### src/rtl/keypad_time_entry_pkg.sv
// Shared definitions for the keypad time-entry block.
// Contents: key code constants, entry FSM state encodings, keypad map helper
// and the HH:MM:SS plausibility check used on commit.
package keypad_time_entry_pkg;

    localparam logic [4:0] KEY_0    = 5'h00;
    localparam logic [4:0] KEY_1    = 5'h01;
    localparam logic [4:0] KEY_2    = 5'h02;
    localparam logic [4:0] KEY_3    = 5'h03;
    localparam logic [4:0] KEY_4    = 5'h04;
    localparam logic [4:0] KEY_5    = 5'h05;
    localparam logic [4:0] KEY_6    = 5'h06;
    localparam logic [4:0] KEY_7    = 5'h07;
    localparam logic [4:0] KEY_8    = 5'h08;
    localparam logic [4:0] KEY_9    = 5'h09;
    localparam logic [4:0] KEY_A    = 5'h0A;
    localparam logic [4:0] KEY_B    = 5'h0B;
    localparam logic [4:0] KEY_C    = 5'h0C;
    localparam logic [4:0] KEY_D    = 5'h0D;
    localparam logic [4:0] KEY_STAR = 5'h0E;
    localparam logic [4:0] KEY_HASH = 5'h0F;
    localparam logic [4:0] KEY_NONE = 5'h10;

    localparam logic [0:0] ST_IDLE  = 1'b0;
    localparam logic [0:0] ST_ENTER = 1'b1;

    // Physical layout, row0..3 x col0..3:  1 2 3 A / 4 5 6 B / 7 8 9 C / * 0 # D
    function automatic logic [4:0] key_map(input logic [1:0] r, input logic [1:0] c);
        logic [4:0] code;
        case ({r, c})
            4'h0:    code = KEY_1;
            4'h1:    code = KEY_2;
            4'h2:    code = KEY_3;
            4'h3:    code = KEY_A;
            4'h4:    code = KEY_4;
            4'h5:    code = KEY_5;
            4'h6:    code = KEY_6;
            4'h7:    code = KEY_B;
            4'h8:    code = KEY_7;
            4'h9:    code = KEY_8;
            4'hA:    code = KEY_9;
            4'hB:    code = KEY_C;
            4'hC:    code = KEY_STAR;
            4'hD:    code = KEY_0;
            4'hE:    code = KEY_HASH;
            default: code = KEY_D;
        endcase
        return code;
    endfunction

    // Buffer layout: [23:20] H tens, [19:16] H units, [15:12] M tens,
    // [11:8] M units, [7:4] S tens, [3:0] S units. Units are always 0..9
    // because only digit keys are written into the buffer.
    function automatic logic time_valid(input logic [23:0] b, input logic [2:0] idx);
        logic ok;
        ok = (idx == 3'd6);
        if (b[23:20] > 4'd2) ok = 1'b0;
        if ((b[23:20] == 4'd2) && (b[19:16] > 4'd3)) ok = 1'b0;
        if (b[15:12] > 4'd5) ok = 1'b0;
        if (b[7:4] > 4'd5) ok = 1'b0;
        return ok;
    endfunction

endpackage

### src/rtl/keypad_time_entry_scanner.sv
// Keypad row scanner and debouncer.
// Drives one row low at a time, samples the columns on the last cycle of
// each row slot, resolves the first pressed key of the frame (row-major)
// and debounces frame codes into a single key event per press.
// Ports:
//   clk, rst     clock, async active-high reset
//   col[3:0]     keypad columns, active-low
//   row[3:0]     keypad rows, active-low one-cold
//   key_valid    1-cycle key event
//   key_code     code of the key that produced the event
//   frame_tick   1-cycle pulse, aligned with key_valid, once per frame
module keypad_scanner
    import keypad_time_entry_pkg::*;
#(
    parameter int SCAN_DIV = 50,
    parameter int DEBOUNCE = 4
) (
    input  logic       clk,
    input  logic       rst,
    input  logic [3:0] col,
    output logic [3:0] row,
    output logic       key_valid,
    output logic [4:0] key_code,
    output logic       frame_tick
);

    localparam int SW = (SCAN_DIV > 1) ? $clog2(SCAN_DIV) : 1;
    localparam int DW = $clog2(DEBOUNCE + 1);

    logic [SW-1:0] slot_q, slot_d;
    logic [1:0]    row_idx_q, row_idx_d;
    logic [4:0]    acc_q, acc_d;
    logic [4:0]    last_q, last_d;
    logic [DW-1:0] cnt_q, cnt_d;
    logic          latch_q, latch_d;
    logic          key_valid_q, key_valid_d;
    logic [4:0]    key_code_q, key_code_d;
    logic          frame_tick_q, frame_tick_d;

    logic          slot_end;
    logic          frame_end;
    logic [4:0]    code_row;
    logic [4:0]    frame_code;
    logic [DW-1:0] cnt_new;

    always_comb begin
        slot_end  = (slot_q == '0);
        frame_end = slot_end && (row_idx_q == 2'd3);

        // Lowest active column of the row currently driven.
        code_row = KEY_NONE;
        for (int c = 3; c >= 0; c--) begin
            if (!col[c]) code_row = key_map(row_idx_q, 2'(c));
        end

        // Earlier rows in the frame win over the current one.
        frame_code = (acc_q != KEY_NONE) ? acc_q : code_row;

        if (frame_code == last_q) begin
            cnt_new = (cnt_q == DW'(DEBOUNCE)) ? cnt_q : cnt_q + 1'b1;
        end else begin
            cnt_new = DW'(1);
        end

        slot_d       = slot_q;
        row_idx_d    = row_idx_q;
        acc_d        = acc_q;
        last_d       = last_q;
        cnt_d        = cnt_q;
        latch_d      = latch_q;
        key_valid_d  = 1'b0;
        key_code_d   = key_code_q;
        frame_tick_d = 1'b0;

        if (slot_end) begin
            slot_d    = SW'(SCAN_DIV - 1);
            row_idx_d = row_idx_q + 2'd1;
            if (frame_end) begin
                acc_d        = KEY_NONE;
                frame_tick_d = 1'b1;
                last_d       = frame_code;
                cnt_d        = cnt_new;
                if (cnt_new == DW'(DEBOUNCE)) begin
                    if (frame_code == KEY_NONE) begin
                        latch_d = 1'b0;
                    end else if (!latch_q) begin
                        key_valid_d = 1'b1;
                        key_code_d  = frame_code;
                        latch_d     = 1'b1;
                    end
                end
            end else begin
                acc_d = frame_code;
            end
        end else begin
            slot_d = slot_q - 1'b1;
        end
    end

    always_ff @(posedge clk or posedge rst) begin
        if (rst) begin
            slot_q       <= SW'(SCAN_DIV - 1);
            row_idx_q    <= 2'd0;
            acc_q        <= KEY_NONE;
            last_q       <= KEY_NONE;
            cnt_q        <= '0;
            latch_q      <= 1'b0;
            key_valid_q  <= 1'b0;
            key_code_q   <= KEY_NONE;
            frame_tick_q <= 1'b0;
        end else begin
            slot_q       <= slot_d;
            row_idx_q    <= row_idx_d;
            acc_q        <= acc_d;
            last_q       <= last_d;
            cnt_q        <= cnt_d;
            latch_q      <= latch_d;
            key_valid_q  <= key_valid_d;
            key_code_q   <= key_code_d;
            frame_tick_q <= frame_tick_d;
        end
    end

    assign row        = ~(4'b0001 << row_idx_q);
    assign key_valid  = key_valid_q;
    assign key_code   = key_code_q;
    assign frame_tick = frame_tick_q;

endmodule

### src/rtl/keypad_time_entry.sv
// Keypad time entry: assembles HH:MM:SS (packed BCD) from a 4x4 keypad and
// commits a validated value with a 1-cycle LOAD pulse.
// Ports:
//   CP          clock (scan clock)
//   CR          async active-high reset
//   COL[3:0]    keypad columns, active-low
//   ROW[3:0]    keypad rows, active-low one-cold
//   D_H/D_M/D_S committed hours/minutes/seconds, packed BCD
//   LOAD        1-cycle commit pulse, D_* already carry the new value
//   ENTRY       high while an entry is in progress
//   DIGIT_IDX   digits entered so far (0..6)
//   ERR         1-cycle pulse on a rejected commit
//
// state    | meaning
// ---------+-----------------------------------------------------------
// ST_IDLE  | waiting for '*', D_* hold the last committed time
// ST_ENTER | collecting digits; '#' commits, '*' restarts, timeout aborts
module keypad_time_entry
    import keypad_time_entry_pkg::*;
#(
    parameter int SCAN_DIV       = 50,
    parameter int DEBOUNCE       = 4,
    parameter int TIMEOUT_FRAMES = 500
) (
    input  logic       CP,
    input  logic       CR,
    input  logic [3:0] COL,
    output logic [3:0] ROW,
    output logic [7:0] D_H,
    output logic [7:0] D_M,
    output logic [7:0] D_S,
    output logic       LOAD,
    output logic       ENTRY,
    output logic [2:0] DIGIT_IDX,
    output logic       ERR
);

    localparam int TW = $clog2(TIMEOUT_FRAMES + 1);

    logic       key_valid;
    logic [4:0] key_code;
    logic       frame_tick;

    keypad_scanner #(
        .SCAN_DIV (SCAN_DIV),
        .DEBOUNCE (DEBOUNCE)
    ) u_scanner (
        .clk        (CP),
        .rst        (CR),
        .col        (COL),
        .row        (ROW),
        .key_valid  (key_valid),
        .key_code   (key_code),
        .frame_tick (frame_tick)
    );

    logic [0:0]    state_q, state_d;
    logic [2:0]    idx_q, idx_d;
    logic [23:0]   buf_q, buf_d;
    logic [7:0]    d_h_q, d_h_d;
    logic [7:0]    d_m_q, d_m_d;
    logic [7:0]    d_s_q, d_s_d;
    logic          load_q, load_d;
    logic          err_q, err_d;
    logic [TW-1:0] tmo_q, tmo_d;

    logic          is_digit;
    logic          key_accepted;

    always_comb begin
        is_digit     = (key_code <= KEY_9);
        // A-D never count as activity, so they cannot hold off the timeout.
        key_accepted = key_valid && (is_digit || key_code == KEY_STAR || key_code == KEY_HASH);

        state_d = state_q;
        idx_d   = idx_q;
        buf_d   = buf_q;
        d_h_d   = d_h_q;
        d_m_d   = d_m_q;
        d_s_d   = d_s_q;
        load_d  = 1'b0;
        err_d   = 1'b0;
        tmo_d   = tmo_q;

        case (state_q)
            ST_IDLE: begin
                idx_d = 3'd0;
                if (key_valid && key_code == KEY_STAR) begin
                    state_d = ST_ENTER;
                    buf_d   = '0;
                    idx_d   = 3'd0;
                    tmo_d   = TW'(TIMEOUT_FRAMES);
                end
            end
            ST_ENTER: begin
                if (key_accepted) begin
                    tmo_d = TW'(TIMEOUT_FRAMES);
                    if (is_digit) begin
                        if (idx_q < 3'd6) begin
                            case (idx_q)
                                3'd0:    buf_d[23:20] = key_code[3:0];
                                3'd1:    buf_d[19:16] = key_code[3:0];
                                3'd2:    buf_d[15:12] = key_code[3:0];
                                3'd3:    buf_d[11:8]  = key_code[3:0];
                                3'd4:    buf_d[7:4]   = key_code[3:0];
                                default: buf_d[3:0]   = key_code[3:0];
                            endcase
                            idx_d = idx_q + 3'd1;
                        end
                    end else if (key_code == KEY_STAR) begin
                        buf_d = '0;
                        idx_d = 3'd0;
                    end else begin
                        if (time_valid(buf_q, idx_q)) begin
                            load_d  = 1'b1;
                            d_h_d   = buf_q[23:16];
                            d_m_d   = buf_q[15:8];
                            d_s_d   = buf_q[7:0];
                            state_d = ST_IDLE;
                        end else begin
                            err_d = 1'b1;
                        end
                        buf_d = '0;
                        idx_d = 3'd0;
                    end
                end else if (frame_tick) begin
                    // Down-counter: abort on the frame that would reach zero.
                    if (tmo_q <= TW'(1)) begin
                        state_d = ST_IDLE;
                        buf_d   = '0;
                        idx_d   = 3'd0;
                        tmo_d   = '0;
                    end else begin
                        tmo_d = tmo_q - 1'b1;
                    end
                end
            end
            default: begin
                state_d = ST_IDLE;
                idx_d   = 3'd0;
                buf_d   = '0;
            end
        endcase
    end

    always_ff @(posedge CP or posedge CR) begin
        if (CR) begin
            state_q <= ST_IDLE;
            idx_q   <= 3'd0;
            buf_q   <= '0;
            d_h_q   <= 8'h00;
            d_m_q   <= 8'h00;
            d_s_q   <= 8'h00;
            load_q  <= 1'b0;
            err_q   <= 1'b0;
            tmo_q   <= '0;
        end else begin
            state_q <= state_d;
            idx_q   <= idx_d;
            buf_q   <= buf_d;
            d_h_q   <= d_h_d;
            d_m_q   <= d_m_d;
            d_s_q   <= d_s_d;
            load_q  <= load_d;
            err_q   <= err_d;
            tmo_q   <= tmo_d;
        end
    end

    assign D_H       = d_h_q;
    assign D_M       = d_m_q;
    assign D_S       = d_s_q;
    assign LOAD      = load_q;
    assign ERR       = err_q;
    assign ENTRY     = (state_q == ST_ENTER);
    assign DIGIT_IDX = idx_q;

endmodule
### config.mk
export PLATFORM = sky130hd
export DESIGN_NAME = keypad_time_entry
export DESIGN_NICKNAME = d
export VERILOG_FILES = /design/src/rtl/keypad_time_entry_pkg.sv /design/src/rtl/keypad_time_entry_scanner.sv /design/src/rtl/keypad_time_entry.sv
export SDC_FILE = /design/constraint.sdc
export NUM_CORES = 1
export LEC_CHECK = 0
export CORE_MARGIN = 2
export CORE_UTILIZATION = 24
export DETAILED_ROUTE_END_ITERATION = 8
export HOLD_SLACK_MARGIN = 0.12
export PLACE_DENSITY = 0.42
export SLEW_MARGIN = 20
export SYNTH_ARGS = -nofsm -noshare
export SYNTH_HDL_FRONTEND = slang
export SYNTH_HIERARCHICAL = 1
export SYNTH_SLANG_ARGS = --single-unit
### constraint.sdc
create_clock -name CP -period 3.68 [get_ports CP]
set_input_delay 0.368 -clock CP [delete_from_list [all_inputs] [get_ports CP]]
set_output_delay 0.368 -clock CP [all_outputs]
set_load 0.01 [all_outputs]
Word level (Yosys, flattened, before mapping)
Cells that the tools add are included.

storage, ports and cells
  logic and storage cells = 160
  output and inout port bits = 34
  bits of input ports = 6
  register bits after elaboration = 92

cells by class
  shift-type cells = 1
  multiplexer cells = 70
  reductions and logical operators = 22
  $lt $le $gt $ge = 7
  equal/unequal tests = 26
  add/sub/neg operators = 5
  bitwise operators = 6

operator list
  kind                   count
  $mux W24               6
  $pmux W5 S4            3
  $pmux W24 S2           1
  $reduce_and A5 Y1      8
  $mux W9                4
  $mux W1                32
  $mux W5                6
  $mux W4                6
  $ne A4 B3 Y1 const B   6
  $mux W3                7
  $pmux W9 S2            1
  $eq A3 B3 Y1 const B   4
  $eq A5 B4 Y1 const B   2
  $le A9 B1 Y1 const B   1
  $pmux W3 S3            1
  $sub A9 B1 Y9 const B  1
  $gt A4 B2 Y1 const B   2
  $gt A4 B3 Y1 const B   2
  $add A3 B1 Y3 const B  2
  $eq A3 B2 Y1 const B   2
  $logic_not A6 Y1       1
  $mux W6                1
  $ne A3 B1 Y1 const B   2
  $pmux W3 S2            1
  24 further kinds       35

Logic depth before layout (Yosys ltp)
Gate-level depths: netlist (run 1).

  depth in word-level cells = 14
  depth in mapped cells = 9
  gate-level depth less buffers = 9

Hierarchy
Netlist (run 1), hierarchy kept.

modules (own cells, without submodules)
  module             area each (um^2)  times used  cells an instance  seq. area each (um^2)
  keypad_time_entry  2,939.1           1           233                1,576.5
  keypad_scanner     1,764.2           1           181                733.2

Least setup slack after synthesis (run 1)
Ideal clock, no wire load.

  path kind = reg-to-reg
  from = register u_scanner.acc_q[4]
  to = register u_scanner.key_code_q[0], in the netlist u_scanner/key_code[0]
  period minus slack after synthesis = 2.631 ns
  data arrival time = 2.506 ns
  library setup time = 0.125 ns
  path buffers = 0
  required time = 3.555 ns
  path slack = 1.049 ns
  stages on the path, launching flop included = 7
  cell sequence = dfstp_2 -> or4b_4 -> a311oi_2 -> a21oi_1 -> a221o_1 -> nor3_4 -> mux2_4

between the ends
  cells in the longest elaborated chain, start to end = 6
  elaborated cells between the ends (all ways) = 8
  those cells by class = eq/ne (4); mux (2); bitwise (1); reduce/logical (1)

RTL lines
  what                         line                              text
  start: declaration           keypad_time_entry_scanner.sv:32   logic [4:0] acc_q, acc_d;
  start signal: assignment     keypad_time_entry_scanner.sv:104  acc_q <= KEY_NONE;
  start signal: assignment     keypad_time_entry_scanner.sv:114  acc_q <= acc_d;
  $ne A5 B5 Y1                 keypad_time_entry_scanner.sv:57   frame_code = (acc_q != KEY_NONE) ? acc_q : code_row;
  $mux W5 *                    keypad_time_entry_scanner.sv:57
  $eq A5 B5 Y1                 keypad_time_entry_scanner.sv:59   if (frame_code == last_q) begin
  $mux W3                      keypad_time_entry_scanner.sv:59
  $eq A3 B3 Y1                 keypad_time_entry_scanner.sv:83   if (cnt_new == DW'(DEBOUNCE)) begin
  $reduce_and A5 Y1 (no line)  n/a
  end signal: assignment       keypad_time_entry_scanner.sv:119  key_code_q <= key_code_d;
  end: declaration             keypad_time_entry_scanner.sv:37   logic [4:0] key_code_q, key_code_d;

Every way passes the cells marked *; elsewhere a longest branch is shown, timed or not.
A chain may end at the register's enable or synchronous reset.

Worst setup path in the final report (run 1)
  from = register u_scanner.row_idx_q[0]
  to = register u_scanner.latch_q

between the ends
  cells in the longest elaborated chain, start to end = 11
  elaborated cells between the ends (all ways) = 20
  those cells by class = eq/ne (6); mux (11); reduce/logical (3)

RTL lines
  what                                  line                              text
  start: declaration                    keypad_time_entry_scanner.sv:31   logic [1:0] row_idx_q, row_idx_d;
  start signal: assignment              keypad_time_entry_scanner.sv:113  row_idx_q <= row_idx_d;
  $eq A2 B2 Y1 (tied with other cells)  keypad_time_entry_pkg.sv:30       case ({r, c})
  $pmux W3 S3                           keypad_time_entry_pkg.sv:30
  $mux W5 (4 in a row)                  keypad_time_entry_scanner.sv:53   if (!col[c]) code_row = key_map(row_idx_q, 2'(c));
  $mux W5                               keypad_time_entry_scanner.sv:57
  $eq A5 B5 Y1                          keypad_time_entry_scanner.sv:59
  $mux W3                               keypad_time_entry_scanner.sv:59
  $eq A3 B3 Y1                          keypad_time_entry_scanner.sv:83
  $reduce_and A3 Y1 (no line)           n/a
  end signal: assignment                keypad_time_entry_scanner.sv:117  latch_q <= latch_d;
  end: declaration                      keypad_time_entry_scanner.sv:35   logic latch_q, latch_d;

Parallel ways exist; a longest one is shown, timed or not. The select of a mux whose other input is x is not followed.

==> results of run 1 <==
==> routing by layer <==
layer / GRT usage [%] / share of wire [%]
met1: 13.75 / 47
met5: 0 / 0
met2: 17.99 / 48
met4: 2.786 / 1.1
met3: 3.311 / 3.7
==> Yosys cell counts (7+ instances only) <==
cell type  instances
o21ai_0           12
mux2_2            20
mux2_4            14
dfrtp_1           86
a22o_1            13
inv_1             28
nor2_1            28
nor3_1             7
nand4_1           10
a21oi_1           13
nor2b_1            9
ha_1              17
nand2b_1           7
nand2_1           21
==> worst max path at each step <==
stage	endpoint	slack, ns	start	cells after the start
2_1_floorplan	u_scanner/key_code[0]$_DFFE_PP0P_	1.05	u_scanner/acc_q[4]$_DFFE_PP1P_	6
3_3_place_gp	u_scanner/latch_q$_DFFE_PP0P_	0.72	COL[2]	8
3_5_place_dp	u_scanner/latch_q$_DFFE_PP0P_	0.65	COL[2]	8
4_1_cts	u_scanner/latch_q$_DFFE_PP0P_	0.77	u_scanner/row_idx_q[0]$_DFFE_PP0P_	9
5_1_grt	u_scanner/latch_q$_DFFE_PP0P_	0.57	u_scanner/row_idx_q[0]$_DFFE_PP0P_	9
6_report	u_scanner/latch_q$_DFFE_PP0P_	0.79	u_scanner/row_idx_q[0]$_DFFE_PP0P_	9
==> metrics by stage <==
| stage | power (mW) | util, % |
|---|---|---|
| final | 1.958 | 29.49 |
| after global routing | 2.048 | 29.49 |
| after CTS | 2.008 | 29.48 |
| after detailed placement | 1.071 | 27.97 |
| after global placement | 1.070 | 27.97 |
| after floorplan | 1.052 | - |
==> worst max-delay path, stage by stage, from the launching register on <==
cell	delay, ns
dfrtp_1	0.42
inv_1	0.12
ha_1	0.27
or2_2	0.28
o221ai_1	0.28
a31oi_1	0.25
mux2_4	0.33
nor4b_4	0.41
nand2_2	0.10
mux2_4	0.30
==> cells by family after synthesis <==
family          Yosys count  synth area share (%)
fa+ha+maj                17                 4.522
compound gates           87                 14.10
buf+inv                  40                 3.565
mux                      43                 11.28
xor+xnor                  6                 1.117
flops                    92                 49.11
simple gates            129                 16.31
==> report_power, final <==
group	leakage [nW]	internal [mW]	switching [mW]	total [mW]
clock	0.145	0.474	0.434	0.909
sequential	1.21	1.01	0	1.01
combinational	1.19	0.0101	0.0280	0.0382
==> final cells by class <==
class | count | area [um2] | area share [%]
clock inverters | 7 | 67.56 | 1.185
well taps | 265 | 331.6 | 5.815
inverters | 30 | 113.9 | 1.997
multi-input cells | 282 | 2226 | 39.04
clock buffers | 9 | 225.2 | 3.950
flip-flops and latches | 92 | 2310 | 40.51
repair buffers | 44 | 427.9 | 7.505
==> state kept, by name (all words and copies together), names as in the netlist, 2 cells and up <==
| register | count |
|---|---|
| D_S | 8 |
| D_M | 8 |
| u_scanner/slot_q | 6 |
| u_scanner/last_q | 5 |
| tmo_q | 9 |
| u_scanner/key_code | 5 |
| u_scanner/acc_q | 5 |
| u_scanner/row_idx_q | 2 |
| DIGIT_IDX | 3 |
| buf_q | 24 |
| u_scanner/cnt_q | 3 |
| D_H | 8 |
==> qor.yml, run 1 <==
floorplan:
  die-area_um2: 20730
  fp.dieW_um: 144.0
  die_h_um: 144.0
  initial_core_util_pct: 24.33
  coreArea_um2: 19330
  ios: 40
  fp-row-count: 51
synthesis:
  synth.cell_area_um2: 4703
  synth_area_leader_cell: "dfrtp_1"
  synth_top_area_share_pct: 45.76
  synth_cell_type_count: 70
  netlist_top_cells_area: "dfrtp_1, mux2_2, ha_1"
  syn_area_per_cell_um2: 11.36
  yosysWarningCount: 6
  post_synth_inst_count: 414
  syn_nets: 437
  synth_edf_count: 0
  ys.flop_type: "dfrtp_1"
  synthArstFlopShare_pct: 100.0
  yosysSeqAreaShare_pct: 49.11
  ys_ff_latch: 92
route:
  ant_nets: 0
  via_count: 3349
  vias_per_cell: 4.594
  drtIter0Drc: 126
  drc: 0
  dr.pass1.iters: 4
  wl_per_cell_um: 14.29
  routed_wl_um: 10420
timing:
  finClkSkew_ns: 0.009312
  maxSlewHeadroom_pct: 38.03
  max_freq_mhz: 346.2
  final.period_utilization_pct: 78.49
  hold_viol: 0
  slew_viol_final: 0
  grt_setup_unrepaired: "false"
  finalCriticalPeriod_ns: 2.888
  setup_slack_ns: 0.7917
  hold_slack_ns: 0.4625
  worst_pin_slew_ns: 0.9252
  tns_ns: 0
  setup_viol: 0
clock_network:
  post_cts_buffers: 0
  clockBufferDepth: 2
  clock_latency_ns: 0.35
  cts_tree: "done"
  clkSinkCount: 92
  h-tree-depth: 3
  cts_hold_buf: 0
  cts_root_buf: "clkbuf_16"
  clk_pin_slew_ns: 0.07
  cts_buffers: 9
  cts.repair.resized: 0
place:
  port_buffers: 39
  dpl.hpwl_um: 7420
  gp_congestion: 0.7963
  place_ws_ns: 0.6508
  dp_cells: 713
  placedInstanceArea_um2: 5408
layout:
  nFillCells: 2017
  final_common_cell: "dfrtp_1"
  final_cell_area_um2: 5702
  layout_common_cells: "dfrtp_1, clkdlybuf4s50_1, nor2_1"
  antennaDiodeCount: 0
  finalNonFillerCells: 729
  synthToLayoutAreaGrowth_pct: 21.23
  nets: 482
  post_route_cells_drive_above_1_share_pct: 17.46
worst_hold_path:
  hold_path.class: "primary input to asynchronous set/reset pin"
global_routing:
  grt_pass1_wl_um: 17420
  grt_pass1_vias: 3331
  grt.overflow.total: 0
  track_usage_pct: 10.83
  grt_max_degree: 50
  antenna_found_initial: 0
worst_setup_path:
  worst-setup-path-type: "register to register"
  worstPathMaxFanout: 6
  r2r-end: "u_scanner/latch_q$_DFFE_PP0P_"
  r2r-start: "u_scanner/row_idx_q[0]$_DFFE_PP0P_"
  reg2reg_slack_ns: 0.79
  reg2reg_depth: 9
  required_ns: 3.92
  crit_path_end_kind: "register"
  critPathLaunchType: "register"
  worstPathArrival_ns: 3.13
power_and_ir_drop:
  vdd_drop_max_uv: 209.3
  power_density_nw_per_um2: 343.3
  p_leak_nw: 2.547
status:
  status: "completed"
job:
  cap_violations: 0
No activity file was read; power rests on OpenSTA's default activity.
==> inputs of run 2 (changes only) <==
clock period = 2.85 ns   (was 3.68 ns; I/O delays follow)
==> run 2 against run 1 <==
Effect of this change:
- utilization up 0.63 points
- non-clock buffer count increased by 14
- die area unchanged
- sequential power up 30%
- routed wire length grew 5.3%
- clock power up 29%
- global-route usage rose by 0.45 points
- worst hold slack got worse by 0.14 ns
- final area is 2.1% higher
- critical path depth is 2 lower
- count of clock-buffer cells in the layout unchanged
- critical path type unchanged
- highest routed layer unchanged
==> qor.yml, run 2 (synthesized netlist as in run 1, its figures left out) <==
status:
  status: "completed"
route:
  drtIter0Drc: 250
  wl_per_cell_um: 14.77
  ant_nets: 0
  routed_wl_um: 10980
  vias_per_cell: 4.584
  via_count: 3406
  drc: 0
  dr.pass1.iters: 4
floorplan:
  fp.dieW_um: 144.0
  initial_core_util_pct: 24.33
  die_h_um: 144.0
  coreArea_um2: 19330
  fp-row-count: 51
  die-area_um2: 20730
  ios: 40
layout:
  finalNonFillerCells: 743
  final_common_cell: "dfrtp_1"
  synthToLayoutAreaGrowth_pct: 23.81
  top_regs: "buf_q x24, tmo_q x9"
  post_route_cells_drive_above_1_share_pct: 20.50
  multi_input_comb_area_um2: 2253
  antennaDiodeCount: 0
  nFillCells: 1996
  nets: 496
  final_cell_area_um2: 5823
  final_util_pct: 30.12
  regArea_um2: 2310
  largest_register: "buf_q"
  largest_reg_flops: 24
  layout_common_cells: "dfrtp_1, clkdlybuf4s50_1, nor2_1"
worst_setup_path:
  crit_chain: "or4b_4, nor3_4, a31o_1, o211ai_1, a221o_1, nor3_4, mux2_4"
  worst-setup-path-type: "register to register"
  cpPeakStageDelay_ns: 0.55
  crit_top_cell: "nor3_4"
  cp.depth: 7
  worstPathMaxFanout: 6
  crit_buf_inv: 0
  required_ns: 3.09
  critPathLaunchType: "register"
  crit_path_top_delay_cell: "dfstp_2"
  reg2reg_depth: 7
  r2r-start: "u_scanner/acc_q[4]$_DFFE_PP1P_"
  cp_top_family: "simple AND/OR/NAND/NOR gates"
  reg2reg_slack_ns: 0.11
  crit_path_end_kind: "register"
  worstPathArrival_ns: 2.98
  r2r-end: "u_scanner/key_code[3]$_DFFE_PP0P_"
clock_network:
  h-tree-depth: 3
  clk_pin_slew_ns: 0.07
  clock_latency_ns: 0.36
  clockBufferDepth: 2
  cts_root_buf: "clkbuf_16"
  clkSinkCount: 92
  cts_hold_buf: 0
  cts_tree: "done"
  cts_buffers: 9
timing:
  maxSlewHeadroom_pct: 38.18
  final.period_utilization_pct: 96.20
  finalCriticalPeriod_ns: 2.742
  worst_pin_slew_ns: 0.9230
  finClkSkew_ns: 0.008553
  max_freq_mhz: 364.8
  hold_slack_ns: 0.3232
  setup_viol: 0
  hold_viol: 0
  grt_setup_unrepaired: "true"
  slew_viol_final: 0
global_routing:
  grt_max_degree: 30
  grt-busiest-layer: "met2"
  grt_pass1_vias: 3444
  grtUsageMet1_pct: 14.16
  grt_pass1_wl_um: 18000
  met2_usage_pct: 18.65
  grt.overflow.total: 0
  track_usage_pct: 11.28
  antenna_found_initial: 0
  grt_util_met3_pct: 2.781
worst_hold_path:
  hold_path.class: "primary input to asynchronous set/reset pin"
place:
  placedInstanceArea_um2: 5505
  dpl.hpwl_um: 7922
  port_buffers: 39
  gp_congestion: 0.8626
  dp_cells: 726
power_and_ir_drop:
  sw_frac_of_total_pct: 23.83
  p_comb_share_pct: 2.1
  p_leak_nw: 2.610
  vdd_drop_max_uv: 278.8
  clock_power_share_pct: 46.3
  total_power_mw: 2.528
  p_int_mw: 1.926
  power_density_nw_per_um2: 434.2
  p_seq_share_pct: 51.6
  p_switching_uw: 602.6
job:
  cap_violations: 0
[run 2: cell count changes in the layout (fill, tap and decap cells not counted), sizes merged]
cell      delta
clkinv       -4
clkinvlp     +2
inv          +2
buf         +14
[run 2: timing repair]
action	in CTS	in global routing
hold endpoints to repair	0	0
buffers inserted	0	1
setup endpoints to repair	0	7
gates resized for setup	0	4
[run 2: worst max path at each step]
stage	endpoint	startpoint
CTS	u_scanner/key_code[3]$_DFFE_PP0P_	u_scanner/acc_q[4]$_DFFE_PP1P_
global placement	u_scanner/key_code[0]$_DFFE_PP0P_	COL[2]
global route	u_scanner/key_code[1]$_DFFE_PP0P_	u_scanner/acc_q[4]$_DFFE_PP1P_
detailed placement	u_scanner/key_code[3]$_DFFE_PP0P_	COL[2]
finish	u_scanner/key_code[3]$_DFFE_PP0P_	u_scanner/acc_q[4]$_DFFE_PP1P_
floorplan	u_scanner/key_code[0]$_DFFE_PP0P_	u_scanner/acc_q[4]$_DFFE_PP1P_
[run 2: metal layers]
metal | part of all wire, % | wire, um | vias up
met3 | 3.9 | 423 | 17
li1 | - | - | 1645
met4 | 1.8 | 203 | 0
met5 | 0 | 0 | -
met1 | 45 | 4967 | 1672
met2 | 49 | 5381 | 72
[run 2: area by class of cell]
cell class | instances | area share [%]
flip-flops and latches | 92 | 39.66
repair buffers | 58 | 9.153
multi-input cells | 282 | 38.70
inverters | 30 | 1.934
clock inverters | 7 | 0.9884
well taps | 265 | 5.694
clock buffers | 9 | 3.868
[run 2: per-stage QoR]
step / TNS [ns] / setup slack (ns)
after global placement: 0 / 0.1161
after floorplan: 0 / 0.2188
after global routing: -0.004546 / -0.004546
final: 0 / 0.1084
after detailed placement: 0 / 0.06345
after CTS: 0 / 0.07864
[run 2: power by group through the flow]
stage	sequential, mW	clock, mW	combinational (mW)
after global placement	1.33	0	0.0540
after CTS	1.30	1.22	0.0546
after floorplan	1.33	0	0.0281
after global routing	1.30	1.27	0.0627
final	1.31	1.17	0.0535
after detailed placement	1.33	0	0.0546
==> inputs of run 3 (changes only) <==
CTS_BUF_LIST = sky130_fd_sc_hd__clkbuf_16   (was default)
CTS_CLUSTER_DIAMETER = 80   (was default)
SYNTH_HIERARCHICAL = default   (was 1)
==> run 3 against run 2 <==
Effect of this change:
- sequential share of layout area is 1.9 points higher
- combinational power is 3.9% higher
- global-route usage is 0.098 points lower
- fmax is 4.3% higher
- cell count is 2.8% lower
- utilization is 0.22 points lower
- non-clock buffer count is 5 lower
- via count is 2.3% lower
- clock skew hardly changed
- critical endpoint is now u_scanner.cnt_q[2]$_DFFE_PP0P_
- largest cell class unchanged
- highest routed layer unchanged
==> qor.yml, run 3 <==
status:
  status: "completed"
floorplan:
  ios: 40
  initial_core_util_pct: 24.30
  fp.dieW_um: 141.2
  coreArea_um2: 18580
  die_h_um: 141.2
  die-area_um2: 19920
  fp-row-count: 50
timing:
  maxSlewHeadroom_pct: 50.61
  slew_viol_final: 0
  tns_ns: 0
  worst_pin_slew_ns: 0.7305
  setup_viol: 0
  hold_slack_ns: 0.3680
  finalCriticalPeriod_ns: 2.627
  max_freq_mhz: 380.6
  hold_viol: 0
  finClkSkew_ns: 0.008595
  final.period_utilization_pct: 92.19
  setup_slack_ns: 0.2225
  grt_setup_unrepaired: "false"
layout:
  largest_reg_flops: 24
  antennaDiodeCount: 0
  post_route_cells_drive_above_1_share_pct: 15.37
  synthToLayoutAreaGrowth_pct: 23.03
  layout_common_cells: "dfrtp_1, nand2_1, clkdlybuf4s50_1"
  finalNonFillerCells: 722
  final_util_pct: 29.89
  nets: 506
  top_regs: "buf_q x24, tmo_q x9"
  nFillCells: 1933
  largest_register: "buf_q"
  final_cell_area_um2: 5554
  regArea_um2: 2311
  multi_input_comb_area_um2: 2038
  final_common_cell: "dfrtp_1"
synthesis:
  synth_area_leader_cell: "dfrtp_1"
  yosysMostFrequentCell: "dfrtp_1"
  synth_edf_count: 0
  ys.flop_type: "dfrtp_1"
  yosysWarningCount: 0
  post_synth_inst_count: 432
  synthTopCellsByCount: "dfrtp_1, nand2_1, nor2_1, inv_1, o21ai_0"
  yosysSeqAreaShare_pct: 51.16
  synth.cell_area_um2: 4514
  syn_area_per_cell_um2: 10.45
  syn_nets: 455
  netlist_top_cells_area: "dfrtp_1, mux2_2, ha_1"
  synth_cell_type_count: 63
  synthArstFlopShare_pct: 100.0
  synth_top_area_share_pct: 47.67
  ys_ff_latch: 92
place:
  placedInstanceArea_um2: 5259
  dpl.hpwl_um: 7397
  gp_congestion: 0.8738
  place_ws_ns: 0.03902
  dp_cells: 705
  port_buffers: 39
worst_setup_path:
  worst-setup-path-type: "register to register"
  required_ns: 3.09
  crit_chain: "inv_1, ha_1, or2_2, o221ai_2, a211oi_1, a221o_1, nor4_4, buf_4, nor2_1, a311oi_1"
  critPathLaunchType: "register"
  worstPathArrival_ns: 2.87
  worstPathMaxFanout: 5
  cpPeakStageDelay_ns: 0.42
  crit_path_end_kind: "register"
  crit_path_top_delay_cell: "dfrtp_1"
clock_network:
  clkSinkCount: 92
  cts_buffers: 9
  cts_tree: "done"
  clock_latency_ns: 0.35
  clockBufferDepth: 2
  clk_pin_slew_ns: 0.07
  cts_root_buf: "clkbuf_16"
  h-tree-depth: 3
job:
  cap_violations: 0
route:
  drtIter0Drc: 293
  routed_wl_um: 10330
  drc: 0
  vias_per_cell: 4.609
  via_count: 3328
  wl_per_cell_um: 14.31
  ant_nets: 0
  dr.pass1.iters: 4
global_routing:
  antenna_found_initial: 0
  grt.overflow.total: 0
  grt_pass1_wl_um: 17680
  grt_util_met3_pct: 3.125
  grt-busiest-layer: "met2"
  track_usage_pct: 11.19
  grt_pass1_vias: 3467
  grtUsageMet1_pct: 14.21
  grt_max_degree: 40
  met2_usage_pct: 18.55
power_and_ir_drop:
  total_power_mw: 2.488
  power_density_nw_per_um2: 448.0
  vdd_drop_max_uv: 293.4
  p_leak_nw: 2.505
worst_hold_path:
  hold_path.class: "primary input to asynchronous set/reset pin"
[run 3: changes by cell type in the layout (fill, tap and decap cells not counted), sizes merged, moves of 6 or more]
cell	before	now
a22o	13	7
mux2	38	27
nand2	22	47
nand4	10	4
nor2	28	36
o21ai	15	31
o22a	0	6
[run 3: cell families after synthesis]
logic type / synth area share (%)
adders and majority gates: 4.712
buffers and inverters: 4.130
DFF: 51.16
muxes: 8.065
and+or+nand+nor: 16.16
AOI/OAI and AO/OA: 14.41
xor gates and xnor gates: 1.358
[run 3: layout make-up]
cell class                 instances  share of cell area [%]
multi-input combinational        293                   36.70
clock inverter                     7                  0.9011
timing repair buffer              53                   9.146
clock buffer                       9                   4.055
sequential                        92                   41.61
tap                              234                   5.271
inverter                          34                   2.320
[run 3: repair_timing]
| action | CTS | global route |
|---|---|---|
| resized for setup | 0 | 3 |
| endpoints found under the setup margin | 0 | 8 |
| hold buffers | 0 | 0 |
| setup buffers | 0 | 1 |
[run 3: worst paths after layout]
path | slack [ns] | startpoint | endpoint | depth (start not counted)
worst max-delay path | 0.22 | u_scanner.row_idx_q[1]$_DFFE_PP0P_ | u_scanner.cnt_q[2]$_DFFE_PP0P_ | 10
worst min register to register | 0.46 | u_scanner.slot_q[0]$_DFF_PP1_ | u_scanner.slot_q[0]$_DFF_PP1_ | 1
worst min-delay path | 0.37 | CR | buf_q[13]$_DFFE_PP0P_ | 2
worst max register to register | 0.22 | u_scanner.row_idx_q[1]$_DFFE_PP0P_ | u_scanner.cnt_q[2]$_DFFE_PP0P_ | 10
max in group asynchronous | 1.76 | CR | D_H[0]$_DFFE_PP0P_ | 3
min in group CP | 0.46 | u_scanner.slot_q[0]$_DFF_PP1_ | u_scanner.slot_q[0]$_DFF_PP1_ | 1
[run 3: report_power, final]
| group | leakage (nW) | total [mW] | internal, mW | switching, mW |
|---|---|---|---|---|
| combinational | 1.16 | 0.0556 | 0.0167 | 0.0390 |
| clock | 0.135 | 1.13 | 0.595 | 0.532 |
| sequential | 1.21 | 1.31 | 1.31 | 0 |
[run 3: per-layer routing]
layer	wire length (um)	vias to the layer above	part of all wire, %
met5	0	-	0
met4	48	0	0.46
met3	270	4	2.6
met2	4983	46	48
met1	5030	1661	49
li1	-	1617	-
[run 3: worst max-delay path: cells and delay by family (launching register included)]
family          cells  cell delay [ns]
fa+ha+maj           1             0.24
buf+inv             2             0.31
compound gates      4             0.84
simple gates        3             0.70
flops               1             0.42
==> RTL edit, RTL diff (flow settings as in run 2) <==
Put one more register stage on the output `ERR`. The value now appears one clock later. The other outputs are not delayed to match. Comments in the files are not updated.
--- a/src/rtl/keypad_time_entry.sv
+++ b/src/rtl/keypad_time_entry.sv
@@ -171,7 +171,9 @@
     assign D_M       = d_m_q;
     assign D_S       = d_s_q;
     assign LOAD      = load_q;
-    assign ERR       = err_q;
+    always_ff @(posedge CP) begin
+        ERR <= err_q;
+    end
     assign ENTRY     = (state_q == ST_ENTER);
     assign DIGIT_IDX = idx_q;
 
Behaviour: no difference found for any inputs over 10 cycles, from zero or initial values; that may be too few to reach the edited logic, so the function may still have changed.
==> RTL edit against run 2 <==
Final area is 0.13% higher. Sequential cell count is 1 higher. Clock power is 19% higher. Critical endpoint is now u_scanner/key_code[1]. Power is 9.1% higher. Largest cell class unchanged. Synthesized area is 0.67% lower. Critical path type unchanged. Via count is 0.56% lower. Setup slack better by 0.0061 ns. Highest routed layer unchanged. Routed wire length is 6.6% lower.
==> RTL edit: results <==
group,metric,value,unit
synthesis,syn-num-nets,453,
synthesis,ys_types,69,
worst_setup_path,crit_fanout,7,
power,p_leak,2.634,nW
layout,nNetsFinal,506,
synthesis,async_flop_share,98.92,%
worst_setup_path,cp_top_family,"compound AO/OA/AOI/OAI gates",
worst_setup_path,cp.arrival,2.99,ns
global_route,grt_pass1_vias,3414,
power,ir_worst_vdd,223.6,uV
layout,num-fill-cells,1980,
worst_setup_path,slowest_stage,"or4b_4",
layout,drive_above_1_share,19.06,%
synthesis,synthTopCellsByCount,"dfrtp_1 (86), nor2_1 (35), inv_1 (29)",
global_route,use_met3,2.366,%
global_route,grt_use_met2,17.09,%
timing,skew,0.007985,ns
timing,slew_headroom,45.96,%
min_path,hold_class,"reg2reg",
clocking,clk-insertion-delay-late,0.34,ns
global_route,grt_max_degree,64,
worst_setup_path,cpPeakStageDelay,0.61,ns
place,dpl.hpwl,7.318,mm
global_route,grt_pass1_wl,17.76,mm
detailed_routing,dr.pass1.iters,5,
status,outcome,"finished, final reports clean",
synthesis,yosysSeqAreaShare,49.87,%
global_route,grtUsageTotal,10.92,%
detailed_routing,drt_iter0_drc,172,
synthesis,synthTopCellsByArea,"dfrtp_1 (46%), mux2_2 (6.0%), ha_1 (4.6%), dfstp_2 (3.4%), a22o_1 (3.0%)",
## RTL edit: cell families (layout without fill, tap and decap cells)
kind of cell	after synthesis	count (layout)	share of synthesized area, %
XOR/XNOR	6	6	1.125
adder cells (fa/ha/maj)	17	17	4.553
AO/OA/AOI/OAI	97	97	14.57
AND/OR/NAND/NOR	136	136	16.98
buffers and inverters	44	102	3.883
multiplexers	37	37	9.025
flip-flops	93	93	49.87
## RTL edit: power by group
group | internal (mW) | switching, mW | total, mW
clock | 0.884 | 0.502 | 1.39
combinational | 0.0142 | 0.0374 | 0.0516
sequential | 1.32 | 0 | 1.32
## RTL edit: per-stage QoR
stage	std cells	util, %	setup slack, ns
finish	753	30.26	0.1145
global route	753	30.26	-0.004612
CTS	753	30.14	0.06406
detailed placement	737	28.33	0.06045
global placement	737	28.33	0.1026
floorplan	430	-	0.2188
## RTL edit: worst paths after layout
check / endpoint / startpoint / cells past startpoint / slack (ns)
setup / recovery: u_scanner/key_code[1] / u_scanner/acc_q[3] / 7 / 0.11
hold / removal: ERR / err_q / 0 / 0.34
setup reg to reg: u_scanner/key_code[1] / u_scanner/acc_q[3] / 7 / 0.11
hold reg to reg: ERR / err_q / 0 / 0.34
max in group asynchronous: tmo_q[6] / CR / 3 / 1.78
min in group asynchronous: u_scanner/slot_q[3] / CR / 3 / 0.37
## RTL edit: routing by layer
metal,wire (microns),vias to the layer above
met3,368,10
met2,4764,65
met5,0,-
li1,-,1661
met4,158,0
met1,4964,1651
## RTL edit: final cells by class
class	count	area share, %
timing repair buffer	56	8.884
inverter	30	1.931
tap	265	5.687
sequential	93	39.98
clock buffer	11	4.163
multi-input combinational	293	37.53
clock inverter	5	1.824
## RTL edit: worst reg2reg max path: stages, from the launching register on
cell and delay [ns]:
dfrtp_1 0.45, or4b_4 0.61, a311oi_2 0.37, a21oi_1 0.17
a221o_1 0.41, nor3_4 0.25, buf_4 0.18, mux2i_1 0.20
